## src/rtl/lifo_stack_param.sv

```systemverilog
// Parametrised LIFO stack with registered read port, occupancy flags and error pulses.
// Optional LIFO_STACK_WATERMARK_EN adds LIFO_High_Water (max occupancy since reset).
module lifo_stack_param #(
  parameter int DATA_WIDTH   = 8,
  parameter int DEPTH        = 8,
  parameter int ALMOST_FULL  = 6,
  parameter int ALMOST_EMPTY = 2,
  localparam int CW          = $clog2(DEPTH + 1)
) (
  input  logic                  Clk_In,
  input  logic                  Reset_In,
  input  logic [DATA_WIDTH-1:0] Data_In,
  input  logic                  Push_In,
  input  logic                  Pop_In,
  input  logic                  Peek_In,
  output logic [DATA_WIDTH-1:0] Data_Out,
  output logic                  Data_Valid,
  output logic [CW-1:0]         LIFO_Count,
  output logic                  LIFO_Empty,
  output logic                  LIFO_Full,
  output logic                  LIFO_Almost_Empty,
  output logic                  LIFO_Almost_Full,
  output logic                  Overflow_Err,
  output logic                  Underflow_Err
`ifdef LIFO_STACK_WATERMARK_EN
  ,
  output logic [CW-1:0]         LIFO_High_Water
`endif
);

  localparam int AW = $clog2(DEPTH);

  typedef enum logic [2:0] {
    OP_NONE,
    OP_PUSH,
    OP_POP,
    OP_REPL,
    OP_PEEK,
    OP_OVF,
    OP_UNF
  } op_t;

  logic [DATA_WIDTH-1:0] mem [DEPTH];
  logic [CW-1:0]         count;
  logic [CW-1:0]         count_nxt;
  logic [CW-1:0]         top_full;
  logic [AW-1:0]         top_idx;
  logic                  has_data;
  logic                  is_full;
  logic                  rd;
  op_t                   op;

  assign has_data = (count != '0);
  assign is_full  = (count == CW'(DEPTH));
  assign top_full = count - CW'(1);
  assign top_idx  = top_full[AW-1:0];

  // Pop beats Peek, Peek beats Push; a push into an empty stack wins over a pop/peek.
  always_comb begin
    op = OP_NONE;
    if ((Pop_In || Peek_In) && !has_data && !Push_In)
      op = OP_UNF;
    else if (Pop_In && has_data)
      op = Push_In ? OP_REPL : OP_POP;
    else if (Peek_In && has_data)
      op = OP_PEEK;
    else if (Push_In)
      op = is_full ? OP_OVF : OP_PUSH;
  end

  assign rd = (op == OP_POP) || (op == OP_REPL) || (op == OP_PEEK);

  always_comb begin
    count_nxt = count;
    case (op)
      OP_PUSH: count_nxt = count + CW'(1);
      OP_POP:  count_nxt = count - CW'(1);
      default: count_nxt = count;
    endcase
  end

  always_ff @(posedge Clk_In or posedge Reset_In) begin
    if (Reset_In) begin
      count         <= '0;
      Data_Out      <= '0;
      Data_Valid    <= 1'b0;
      Overflow_Err  <= 1'b0;
      Underflow_Err <= 1'b0;
    end else begin
      count         <= count_nxt;
      Data_Valid    <= rd;
      Overflow_Err  <= (op == OP_OVF);
      Underflow_Err <= (op == OP_UNF);
      if (rd)
        Data_Out <= mem[top_idx];
    end
  end

  // Storage is never cleared; writes are suppressed while reset is held.
  always_ff @(posedge Clk_In) begin
    if (!Reset_In) begin
      if (op == OP_PUSH)
        mem[count[AW-1:0]] <= Data_In;
      else if (op == OP_REPL)
        mem[top_idx] <= Data_In;
    end
  end

`ifdef LIFO_STACK_WATERMARK_EN
  always_ff @(posedge Clk_In or posedge Reset_In) begin
    if (Reset_In)
      LIFO_High_Water <= '0;
    else if (count_nxt > LIFO_High_Water)
      LIFO_High_Water <= count_nxt;
  end
`endif

  assign LIFO_Count        = count;
  assign LIFO_Empty        = (count == '0);
  assign LIFO_Full         = is_full;
  assign LIFO_Almost_Empty = (count <= CW'(ALMOST_EMPTY));
  assign LIFO_Almost_Full  = (count >= CW'(ALMOST_FULL));

endmodule
```

## config.mk

```make
export PLATFORM = sky130hd
export DESIGN_NAME = lifo_stack_param
export DESIGN_NICKNAME = d
export VERILOG_FILES = /design/src/rtl/lifo_stack_param.sv
export SDC_FILE = /design/constraint.sdc
export NUM_CORES = 1
export LEC_CHECK = 0
export BUFFER_PORTS_ARGS = -buffer_cell sky130_fd_sc_hd__buf_2
export CORE_UTILIZATION = 30
export CTS_CLUSTER_SIZE = 16
export DETAILED_ROUTE_END_ITERATION = 10
export MAX_ROUTING_LAYER = met4
export SYNTH_ARGS = -nofsm -noshare
export SYNTH_HDL_FRONTEND = slang
export SYNTH_SLANG_ARGS = --single-unit
```

## constraint.sdc

```tcl
create_clock -name Clk_In -period 3.7 [get_ports Clk_In]
set_input_delay 0.185 -clock Clk_In [delete_from_list [all_inputs] [get_ports Clk_In]]
set_output_delay 0.185 -clock Clk_In [all_outputs]
set_load 0.03 [all_outputs]
```

* After elaboration in Yosys (flattened, before gate mapping)
Memory sizes are Yosys's and may differ from the RTL's. A register that Yosys moved wholly into a read port is not among the register bits. Index checks and enable logic that the tools add are counted. W data, S select, Z words.
Cells by class: $add $sub $neg 2, $lt $le $gt $ge 2, equality and inequality tests 7, multiplexer cells 17, reduce and logical (&&, ||, !) cells 13
Operators by type and width (number):
- $mux W3 | 6
- $eq A3 B3 Y1 const B | 3
- $mux W1 | 9
- $mux W8 | 1
- $pmux W4 S2 | 1
- $reduce_or A8 Y1 | 1
- $eq A3 B2 Y1 const B | 2
- $add A4 B1 Y4 const B | 1
- $eq A4 B4 Y1 const B | 1
- $ge A4 B3 Y1 const B | 1
- $le A4 B2 Y1 const B | 1
- $logic_and A1 B1 Y1 | 4
- $logic_not A4 Y1 | 1
- $reduce_bool A4 Y1 | 1
- $sub A4 B1 Y4 const B | 1
- $eq A3 B1 Y1 const B | 1
- $logic_or A1 B1 Y1 | 3
- $logic_not A1 Y1 | 2
- $reduce_bool A2 Y1 | 1
Storage, ports and cells: register bits after elaboration 7, bits in writable memories 64, input bits 13, logic and storage cells 46, memories 1
Memories:
- mem | words 8, width 8, rd ports 1, clocked after memory_dff 1, wr ports 1, line 43 | logic [DATA_WIDTH-1:0] mem [DEPTH];

* Longest topological paths before layout
depth after elaboration 13, mapped depth 11, depth with buffers taken out 7

* Least setup slack after synthesis
OpenSTA, ideal clock, no wires.
path type flip-flop to flip-flop, start point register count[0] (netlist: LIFO_Count[0]), end point memory mem[5][0] (enable), setup time 0.383 ns, data arrival time 2.644 ns, required time 3.317 ns, setup slack 0.672 ns, stages on the path, launching flop included 10, clock period less this slack 3.028 ns, cell sequence dfrtp_1 clkbuf_1 inv_1 ha_1 buf_2 buf_2 nand4b_1 nor3_1 a211oi_2 nor3_1
Between the ends: word-level cells in the longest chain between the ends 13, elaborated cells on any way between the ends 25, those cells by class add/sub: 1; eq/ne: 3; mux: 14; reduce/logical: 7
RTL lines:
- start: declaration | line 44 | logic [CW-1:0] count;
- start signal: assignment | line 90 | count <= count_nxt;
- $eq A4 B4 Y1 | line 54 | assign is_full = (count == CW'(DEPTH));
- $mux W3 | line 68 | op = is_full ? OP_OVF : OP_PUSH;
- $mux W3 | line 67 | else if (Push_In)
- $mux W3 | line 65 | else if (Peek_In && has_data)
- $mux W3 | line 63 | else if (Pop_In && has_data)
- $mux W3 | line 61 | if ((Pop_In || Peek_In) && !has_data && !Push_In)
- $eq A3 B2 Y1 | line 104 | else if (op == OP_REPL)
- $mux W1 | line 104
- $mux W1 | line 102 | if (op == OP_PUSH)
- $mux W1 | line 101 | if (!Reset_In) begin
- $mux W1 (not written as such) | line 105 | mem[top_idx] <= Data_In;
- $reduce_or A8 Y1 (no source line)
- $mux W3 (no source line) or $mux W1 (tied branches)
- end: declaration | line 43
Parallel ways exist; a longest one is shown, timed or not.

* Worst setup path in the final report
start point register count[0] (netlist: LIFO_Count[0]), end point memory mem[3][0] (enable)
The elaborated chain is that of the path after synthesis.

==> reports/qor.yml <==
placement:
  dpl.hpwl_mm: 5.14
  place.gp.congestion: 0.811
  io_buffers: 31
synth:
  synth_edf_count: 64
  syn_nets: 248
  synth.avg_cell_area_um2: 14.9
  ys_async_sr_fraction_pct: 19.0
  synthCells: 232
  ys_types: 45
  synth.top_cell.area_share_pct: 55.7
  synth.cell_area_um2: 3450
  synth_seq_area_share_pct: 66.5
  synth-main-ff-cell: "edfxtp_1"
  ys_seq_elements: 79
  synth.area.top_cells: "edfxtp_1, dfrtp_1, mux2_2"
  yosysTopAreaCell: "edfxtp_1"
  ys_warn_count: 0
global_route:
  grt_pass1_vias: 2040
  globalRouteOverflowTotal: 0
  grt_first_pass_wirelength_mm: 11.5
  antenna_found_initial: 0
  grt_use_total_pct: 14.0
  grt_start_max_net_pins: 33
floorplan:
  initial_core_util_pct: 31.3
  rows: 38
  io_pins: 32
  die_area_um2: 11900
  die_w_um: 109
  die_y_um: 109
  core-area_um2: 11000
layout:
  layout_commonest_cell: "edfxtp_1"
  finalNetCount: 285
  final_core_util_pct: 37.1
  layout-drive-gt1-share_pct: 35.8
  area_delta_synth_final_pct: 18.6
  antenna_cells: 0
  final_cell_mix: "edfxtp_1, mux2_2, buf_2"
  fill_cells: 1074
flow_run:
  drv_cap: 0
sta:
  hold_viol: 0
  min_period_over_period_pct: 85.3
  fin_crit_ns: 3.16
  setup_violations: 0
  tightest_slew_ns: 1.14
  rsz0062_at_grt: "no"
  maxSlewHeadroom_pct: 23.1
  max_freq_ghz: 0.317
  finalSetupTns_ns: 0
  drv_slew: 0
  skew_ns: 0.00467
clocking:
  postCtsSetupRepairBufs: 0
  cts.sinks: 79
  worstSkewPairLatency_ns: 0.33
  cts_root_buffer: "clkbuf_16"
  clk_pin_slew_ns: 0.06
  cts_max_path_buffers: 2
  h-tree-depth: 3
  cts_tree: "done"
  cts_buffers: 9
worst_setup_path:
  critical_path.cell_chain: "inv_1 -> ha_1 -> or3b_1 -> inv_6 -> a21o_4 -> a21oi_1 -> nor3_1"
  r2r_start: "LIFO_Count[0]"
  path_max_fanout: 11
  arrival_ns: 3.10
  cp-endpoint: "mem[3][0]"
  crit_path_top_delay_cell: "nor3_1"
  r2r_slack_ns: 0.54
  max_stage_delay_ns: 0.94
  r2r_end: "mem[3][0]"
  crit_path_start: "LIFO_Count[0]"
  r2r_cells: 7
  crit_type: "register to register"
  crit_required_ns: 3.65
  end_kind: "register"
  start_kind: "register"
drt:
  routedWlPerCell_um: 18.0
  via_per_inst: 4.89
  first_pass_iters: 6
  drt_iter0_markers: 95
  drc: 0
  via_count: 2023
  postRouteAntennaNets: 0
  routed_wirelength_mm: 7.46
power_and_ir_drop:
  ir_worst_vdd_v: 0.000450
  power.density_nw_per_um2: 899
  leakage_nw: 1.47
hold_path:
  min_path_type: "input port to register"
run_status:
  status: "completed"
## per-stage QoR
step           instance area, um^2  setup slack (ns)  total power, mW  cells  hold WS, ns
6_report                      4090             0.543             3.68    414        0.160
3_5_place_dp                  3750             0.563             2.74    397        0.190
3_3_place_gp                  3750             0.692             2.73    397        0.192
5_1_grt                       4090             0.353             3.87    414        0.162
4_1_cts                       4090             0.557             3.70    414        0.155
2_1_floorplan                 3450             0.672             2.36    232        0.103
## registers in the layout, summed over array words and instances (netlist names)
register,cells
mem,64
Data_Out,8
Overflow_Err,1
Underflow_Err,1
Data_Valid,1
LIFO_Count,4
## worst max-delay path, delay by kind of cell, from the launching register on
kind / cells / cell delay, ns
compound gates: 2 / 0.26
fa+ha+maj: 1 / 0.19
buf+inv: 2 / 0.37
flops: 1 / 0.48
simple gates: 2 / 1.46
## final cells by class
type                            count  area [um^2]  share of cell area [%]
Clock buffer                       12          256                    6.27
Sequential cell                    79         2300                    56.1
Inverter                            7         31.3                   0.764
Clock inverter                      4         77.6                    1.90
Timing Repair Buffer               40          225                    5.50
Tap cell                          140          175                    4.28
Multi-Input combinational cell    132         1030                    25.2
## synth_stat cells (all sizes together) (3+ instances only)
cell type and number:
edfxtp 64, mux2 32, o22ai 16, dfrtp 15
nand2 14, nor3 14, buf 10, nor2 8
o31ai 8, inv 7, a211oi 5, clkbuf 4
xnor2 4, a21o 3, a21oi 3, and3 3
ha 3
## worst min path at each step
stage	startpoint	end	slack, ns	depth (start not counted)
final	Data_In[3]	mem[0][3]	0.16	1
after global routing	Data_In[3]	mem[2][3]	0.16	1
after CTS	Data_In[2]	mem[5][2]	0.16	1
after detailed placement	Reset_In	LIFO_Count[0]	0.19	2
after global placement	Reset_In	LIFO_Count[0]	0.19	2
after floorplan	Reset_In	Data_Out[0]	0.10	1
## power by group
| group | total [mW] | switching (mW) | internal, mW |
|---|---|---|---|
| registers | 1.16 | 0.0645 | 1.10 |
| logic | 1.55 | 0.954 | 0.598 |
| clock network | 0.968 | 0.338 | 0.630 |
## timing repair
action / 4_1_cts / 5_1_grt
gates resized for setup: 0 / 0
hold buffers: 1 / 0
hold endpoints to repair: 5 / 0
## per-layer routing
metal,track usage [%],wire (um),vias to the layer above
met5,-,0,-
li1,-,-,966
met1,18.0,3710,1000
met4,4.38,76,0
met3,3.95,300,7
met2,21.2,3370,50
## logic make-up (layout without fill, tap and decap cells)
logic type,Yosys count,count (layout),share of synthesized area [%]
flops,79,79,66.5
simple gates,51,51,7.94
compound gates,41,41,9.10
mux,32,32,10.4
buf+inv,21,63,3.62
xor+xnor,5,5,1.27
fa+ha+maj,3,3,1.09
No activity file was read; power rests on OpenSTA's default activity.
